<file path="src/rtl/pc_sequencer.sv">
// pc_sequencer: program-counter sequencer with stride increment, stall,
// PC-relative branch, absolute jump, and call/return through a circular
// return-address stack (RAS).
// Optional feature macro: PC_ALIGN_CHECK_EN. When defined, jump, call and
// branch results that are not a multiple of STRIDE are rejected. A rejected
// redirect falls through to pc_plus and pulses misalign.
module pc_sequencer #(
    parameter int                 WIDTH        = 32,
    parameter int                 DEPTH        = 4,
    parameter logic [WIDTH-1:0]   RESET_VECTOR = '0,
    parameter int                 STRIDE       = 4
) (
    input  logic                        clock,
    input  logic                        reset,
    input  logic                        stall,
    input  logic                        branch_en,
    input  logic [WIDTH-1:0]            branch_off,
    input  logic                        jump_en,
    input  logic                        call_en,
    input  logic                        ret_en,
    input  logic [WIDTH-1:0]            target,
    output logic [WIDTH-1:0]            pc,
    output logic [WIDTH-1:0]            pc_plus,
    output logic [$clog2(DEPTH):0]      ras_count,
    output logic                        ras_ovf,
    output logic                        ras_unf,
    output logic                        misalign
);

    localparam int               PW       = $clog2(DEPTH);
    localparam int               CW       = PW + 1;
    localparam logic [WIDTH-1:0] STRIDE_W = WIDTH'(STRIDE);
    localparam logic [CW-1:0]    FULL_CNT = CW'(DEPTH);

    // Architectural state
    logic [WIDTH-1:0] pc_q, pc_d;
    logic [PW-1:0]    ptr_q, ptr_d;
    logic [CW-1:0]    count_q, count_d;
    logic             ovf_q, ovf_d;
    logic             unf_q, unf_d;
    logic             mis_q, mis_d;
    logic [WIDTH-1:0] ras_q [DEPTH];

    // Datapath helpers
    logic [WIDTH-1:0] pc_plus_s;
    logic [WIDTH-1:0] branch_addr_s;
    logic [WIDTH-1:0] top_s;
    logic             push_s;
    logic             call_bad_s;
    logic             jump_bad_s;
    logic             branch_bad_s;

    assign pc_plus_s     = pc_q + STRIDE_W;
    assign branch_addr_s = pc_q + branch_off;
    // Top of stack sits one slot below the write pointer (wraps modulo DEPTH).
    assign top_s         = ras_q[ptr_q - PW'(1)];

`ifdef PC_ALIGN_CHECK_EN
    // True when the address is not a whole multiple of the stride.
    function automatic logic is_misaligned(input logic [WIDTH-1:0] addr);
        return (addr % STRIDE_W) != {WIDTH{1'b0}};
    endfunction

    assign call_bad_s   = is_misaligned(target);
    assign jump_bad_s   = is_misaligned(target);
    assign branch_bad_s = is_misaligned(branch_addr_s);
`else
    assign call_bad_s   = 1'b0;
    assign jump_bad_s   = 1'b0;
    assign branch_bad_s = 1'b0;
`endif

    // Next-state selection in strict priority: stall, ret, call, jump, branch, sequential.
    always_comb begin
        pc_d    = pc_q;
        ptr_d   = ptr_q;
        count_d = count_q;
        ovf_d   = ovf_q;
        unf_d   = 1'b0;
        mis_d   = 1'b0;
        push_s  = 1'b0;
        if (stall) begin
            pc_d = pc_q;
        end else if (ret_en) begin
            if (count_q == {CW{1'b0}}) begin
                pc_d  = pc_plus_s;
                unf_d = 1'b1;
            end else begin
                pc_d    = top_s;
                ptr_d   = ptr_q - PW'(1);
                count_d = count_q - CW'(1);
            end
        end else if (call_en) begin
            if (call_bad_s) begin
                pc_d  = pc_plus_s;
                mis_d = 1'b1;
            end else begin
                pc_d   = target;
                push_s = 1'b1;
                ptr_d  = ptr_q + PW'(1);
                if (count_q == FULL_CNT) begin
                    ovf_d = 1'b1;
                end else begin
                    count_d = count_q + CW'(1);
                end
            end
        end else if (jump_en) begin
            if (jump_bad_s) begin
                pc_d  = pc_plus_s;
                mis_d = 1'b1;
            end else begin
                pc_d = target;
            end
        end else if (branch_en) begin
            if (branch_bad_s) begin
                pc_d  = pc_plus_s;
                mis_d = 1'b1;
            end else begin
                pc_d = branch_addr_s;
            end
        end else begin
            pc_d = pc_plus_s;
        end
    end

    // Control state registers with asynchronous reset.
    always_ff @(posedge clock or posedge reset) begin
        if (reset) begin
            pc_q    <= RESET_VECTOR;
            ptr_q   <= {PW{1'b0}};
            count_q <= {CW{1'b0}};
            ovf_q   <= 1'b0;
            unf_q   <= 1'b0;
            mis_q   <= 1'b0;
        end else begin
            pc_q    <= pc_d;
            ptr_q   <= ptr_d;
            count_q <= count_d;
            ovf_q   <= ovf_d;
            unf_q   <= unf_d;
            mis_q   <= mis_d;
        end
    end

    // RAS storage: data survives reset, only the pointer and count are cleared.
    always_ff @(posedge clock) begin
        if (push_s) begin
            ras_q[ptr_q] <= pc_plus_s;
        end else begin
            ras_q[ptr_q] <= ras_q[ptr_q];
        end
    end

    assign pc        = pc_q;
    assign pc_plus   = pc_plus_s;
    assign ras_count = count_q;
    assign ras_ovf   = ovf_q;
    assign ras_unf   = unf_q;
    assign misalign  = mis_q;

endmodule

</file>
<file path="config.mk">
export PLATFORM = sky130hd
export DESIGN_NAME = pc_sequencer
export DESIGN_NICKNAME = d
export VERILOG_FILES = /design/src/rtl/pc_sequencer.sv
export SDC_FILE = /design/constraint.sdc
export NUM_CORES = 1
export LEC_CHECK = 0
export ABC_AREA = 0
export BUFFER_PORTS_ARGS = -buffer_cell sky130_fd_sc_hd__buf_2
export CORE_ASPECT_RATIO = 1.25
export CORE_UTILIZATION = 58
export CTS_CLUSTER_SIZE = 8
export DETAILED_ROUTE_END_ITERATION = 10
export PLACE_DENSITY = 0.8
export RECOVER_POWER = 50
export SETUP_SLACK_MARGIN = 0.15
export SYNTH_ARGS = -nofsm -noshare
export SYNTH_HDL_FRONTEND = slang
export SYNTH_SLANG_ARGS = --single-unit
export TNS_END_PERCENT = 20
</file>
<file path="constraint.sdc">
create_clock -name clock -period 4.15 [get_ports clock]
set_clock_uncertainty 0.1 [all_clocks]
set_input_delay 0.6225 -clock clock [delete_from_list [all_inputs] [get_ports clock]]
set_output_delay 0.6225 -clock clock [all_outputs]
set_load 0.01 [all_outputs]
</file>
==> impl_metrics.ini <==
[sta]
setup_violations = 0
fin_ws_ps = 271
rsz0062_at_grt = yes
timing.final.crit_share_pct = 93.5
slew_viol_final = 40
tightest_slew_ps = 1840
slew_headroom_pct = -22.9
max_freq_ghz = 0.258
hold_viol = 0
tns_ps = 0
fin_crit_ps = 3880

[pwr]
p_total_mw = 7.72
leakagePower_nw = 4.19
power_per_cell_area_mw_per_mm2 = 700
vdd_ir_drop_max_v = 0.000313

[clock_network]
clk_latency_ps = 440
clkTransAtPathRegs_ps = 70
numCtsBuffers = 17
htree_levels = 4
ctsHoldBuffers = 0
ctsRootBufferMaster = clkbuf_16
ctsResizeCount = 0
cts_setup_buffers = 0
clockBufferDepth = 2
cts_tree = done
cts.sinks = 167

[logic_synthesis]
syn_avg_cell_area_sq_um = 11.5
synthSimpleGateAreaFrac_pct = 11.4
ys_types = 74
synth_commonest_cells = 128 x edfxtp_1, 70 x nor2_1, 67 x nand2_1
async_flop_share_pct = 23.4
seq_area_frac_synth_pct = 50.2
yosysWarnings = 0
synth-adder-area-share_pct = 5.11
ys_ff_latch = 167
muxShareOfSynthArea_pct = 8.44
synth_compound_gate_area_share_pct = 16.9
synth.top_cell.area_share_pct = 40.0
synth_ff_type = edfxtp_1
synth_edf_count = 128
syn_inst = 836
ys_top_cells_by_area = edfxtp_1 40%, dfrtp_1 10%, mux4_2 7.5%
synth_nets = 945
synth_xor_xnor_area_share_pct = 4.83
yosysMostFrequentCell = edfxtp_1
synth.cell_area_sq_mm = 0.00961
yosysTopAreaCell = edfxtp_1
synth_top_family_by_area = compound AO/OA/AOI/OAI gates

[drt]
drc = 0
antenna_left = 0
drt_wl_total_microns = 27300
vias = 7819
wl_per_cell_microns = 23.0
vias_per_cell = 6.57
drt_iter0_markers = 977
dr.pass1.iters = 6

[place]
place.gp.congestion = 0.946
dp_hpwl_microns = 18400
detailedPlace.worstSlack_ps = 698
io_buffers = 139

[global_route]
grt_max_degree = 50
grt_antenna_before_repair = 0
track_usage_pct = 33.4
overflow = 0
grt_pass1_wl_microns = 41600
grt_pass1_vias = 7528

[setup_path]
worstPathRequired_ps = 3430
critical_path_class = reg -> out
critPathLaunchType = flop
startpoint = pc[4]
reg2reg_slack_ps = 990
cp_data_arrival_time_ps = 3160
r2r_end = pc[18]
r2r-start = pc[0]
r2r_cells = 12
crit_path_end_kind = output pin
cp_max_fo = 9
crit_end = pc_plus[29]

[floorplanning]
ios = 141
die_x_microns = 117
rows = 52
core-area_sq_mm = 0.0162
dieArea_sq_mm = 0.0171
die_h_microns = 146
start_util_pct = 59.3

[run_status]
status = complete, but fails checks
violations = capacitance limit, slew limit

[finish]
drive_gt1_share_pct = 20.4
syn2layout_area_growth_pct = 14.8
insertedDiodeCount = 0
num-nets-final = 1071

[min_path]
min_path_type = in -> reg
hold_start = target[31]

[run]
maxCapViolations = 1
-- placed cells by master (no fill, tap or decap), types with 5 or more instances in the layout --
| master | count |
|---|---|
| o21ai_0 | 46 |
| o221ai_1 | 10 |
| and3_1 | 7 |
| dfrtp_1 | 38 |
| edfxtp_1 | 128 |
| a21o_1 | 13 |
| nand2_1 | 67 |
| a31oi_1 | 5 |
| nor3b_1 | 6 |
| mux4_2 | 32 |
| nor2b_1 | 5 |
| nand4_1 | 8 |
| buf_2 | 97 |
| buf_4 | 11 |
| xor2_1 | 21 |
| nand3_1 | 18 |
| ha_1 | 36 |
| inv_1 | 28 |
| a21oi_1 | 57 |
| a211oi_1 | 14 |
| o21ai_1 | 5 |
| nor2_1 | 69 |
| o21a_1 | 5 |
| a221oi_1 | 10 |
| clkbuf_1 | 45 |
| clkbuf_16 | 17 |
| mux2i_1 | 9 |
| nor3_1 | 17 |
| a22oi_1 | 17 |
| xnor2_1 | 30 |
-- critical path, cell delays in order, from the launching register on --
cell,delay [ps]
dfrtp_1,500
nand3_1,170
nor3_2,440
nand4_1,370
nor3_1,330
nand4_1,270
xnor2_1,420
buf_2,220
-- per-stage QoR --
step | std cells | hold WS [ps] | instance area, sq um | utilization, %
floorplan | 836 | 403 | 9610 | -
global placement | 1159 | 348 | 10500 | 64.9
detailed placement | 1159 | 355 | 10500 | 64.9
CTS | 1191 | 331 | 11100 | 68.4
global route | 1191 | 349 | 11000 | 68.1
finish | 1191 | 343 | 11000 | 68.1
-- logic make-up after synthesis --
kind of cell,after synthesis
muxes,41
and+or+nand+nor,226
other,1
buffers and inverters,77
adders and majority gates,38
AOI/OAI and AO/OA,233
DFF,167
xor gates and xnor gates,53
-- worst min path at each step --
stage	end	slack, ps	depth (start not counted)
after global routing	pc[22]	350	3
after global placement	ras_ovf	350	1
after CTS	pc[22]	330	3
final	pc[31]	340	3
after detailed placement	ras_ovf	350	1
after floorplan	ras_ovf	400	1
-- power breakdown --
| group | total [mW] | internal [mW] | switching [mW] |
|---|---|---|---|
| sequential | 2.59 | 2.23 | 0.368 |
| combinational | 3.58 | 1.44 | 2.13 |
| clock | 1.55 | 0.840 | 0.714 |
| total | 7.72 | 4.51 | 3.21 |
-- metal layers --
layer  share of wire, %  global-route usage [%]
met1                 38                    44.6
met2                 48                    52.2
met3                 10                    6.71
met4                3.9                    16.1
met5                  0                       0
-- cell type report --
class,instances,area (sq um)
timing repair buffer,156,767
multi-input combinational,592,4500
sequential,167,4820
clock inverter,15,143
tap,216,270
clock buffer,17,425
fill,1247,5170
inverter,28,105
-- registers in the layout (all words and copies together) (netlist names) --
name	flops
ptr_q	2
pc	32
ras_ovf	1
ras_unf	1
ras_count	3
ras_q	128
(Power assumes the default switching activity.)
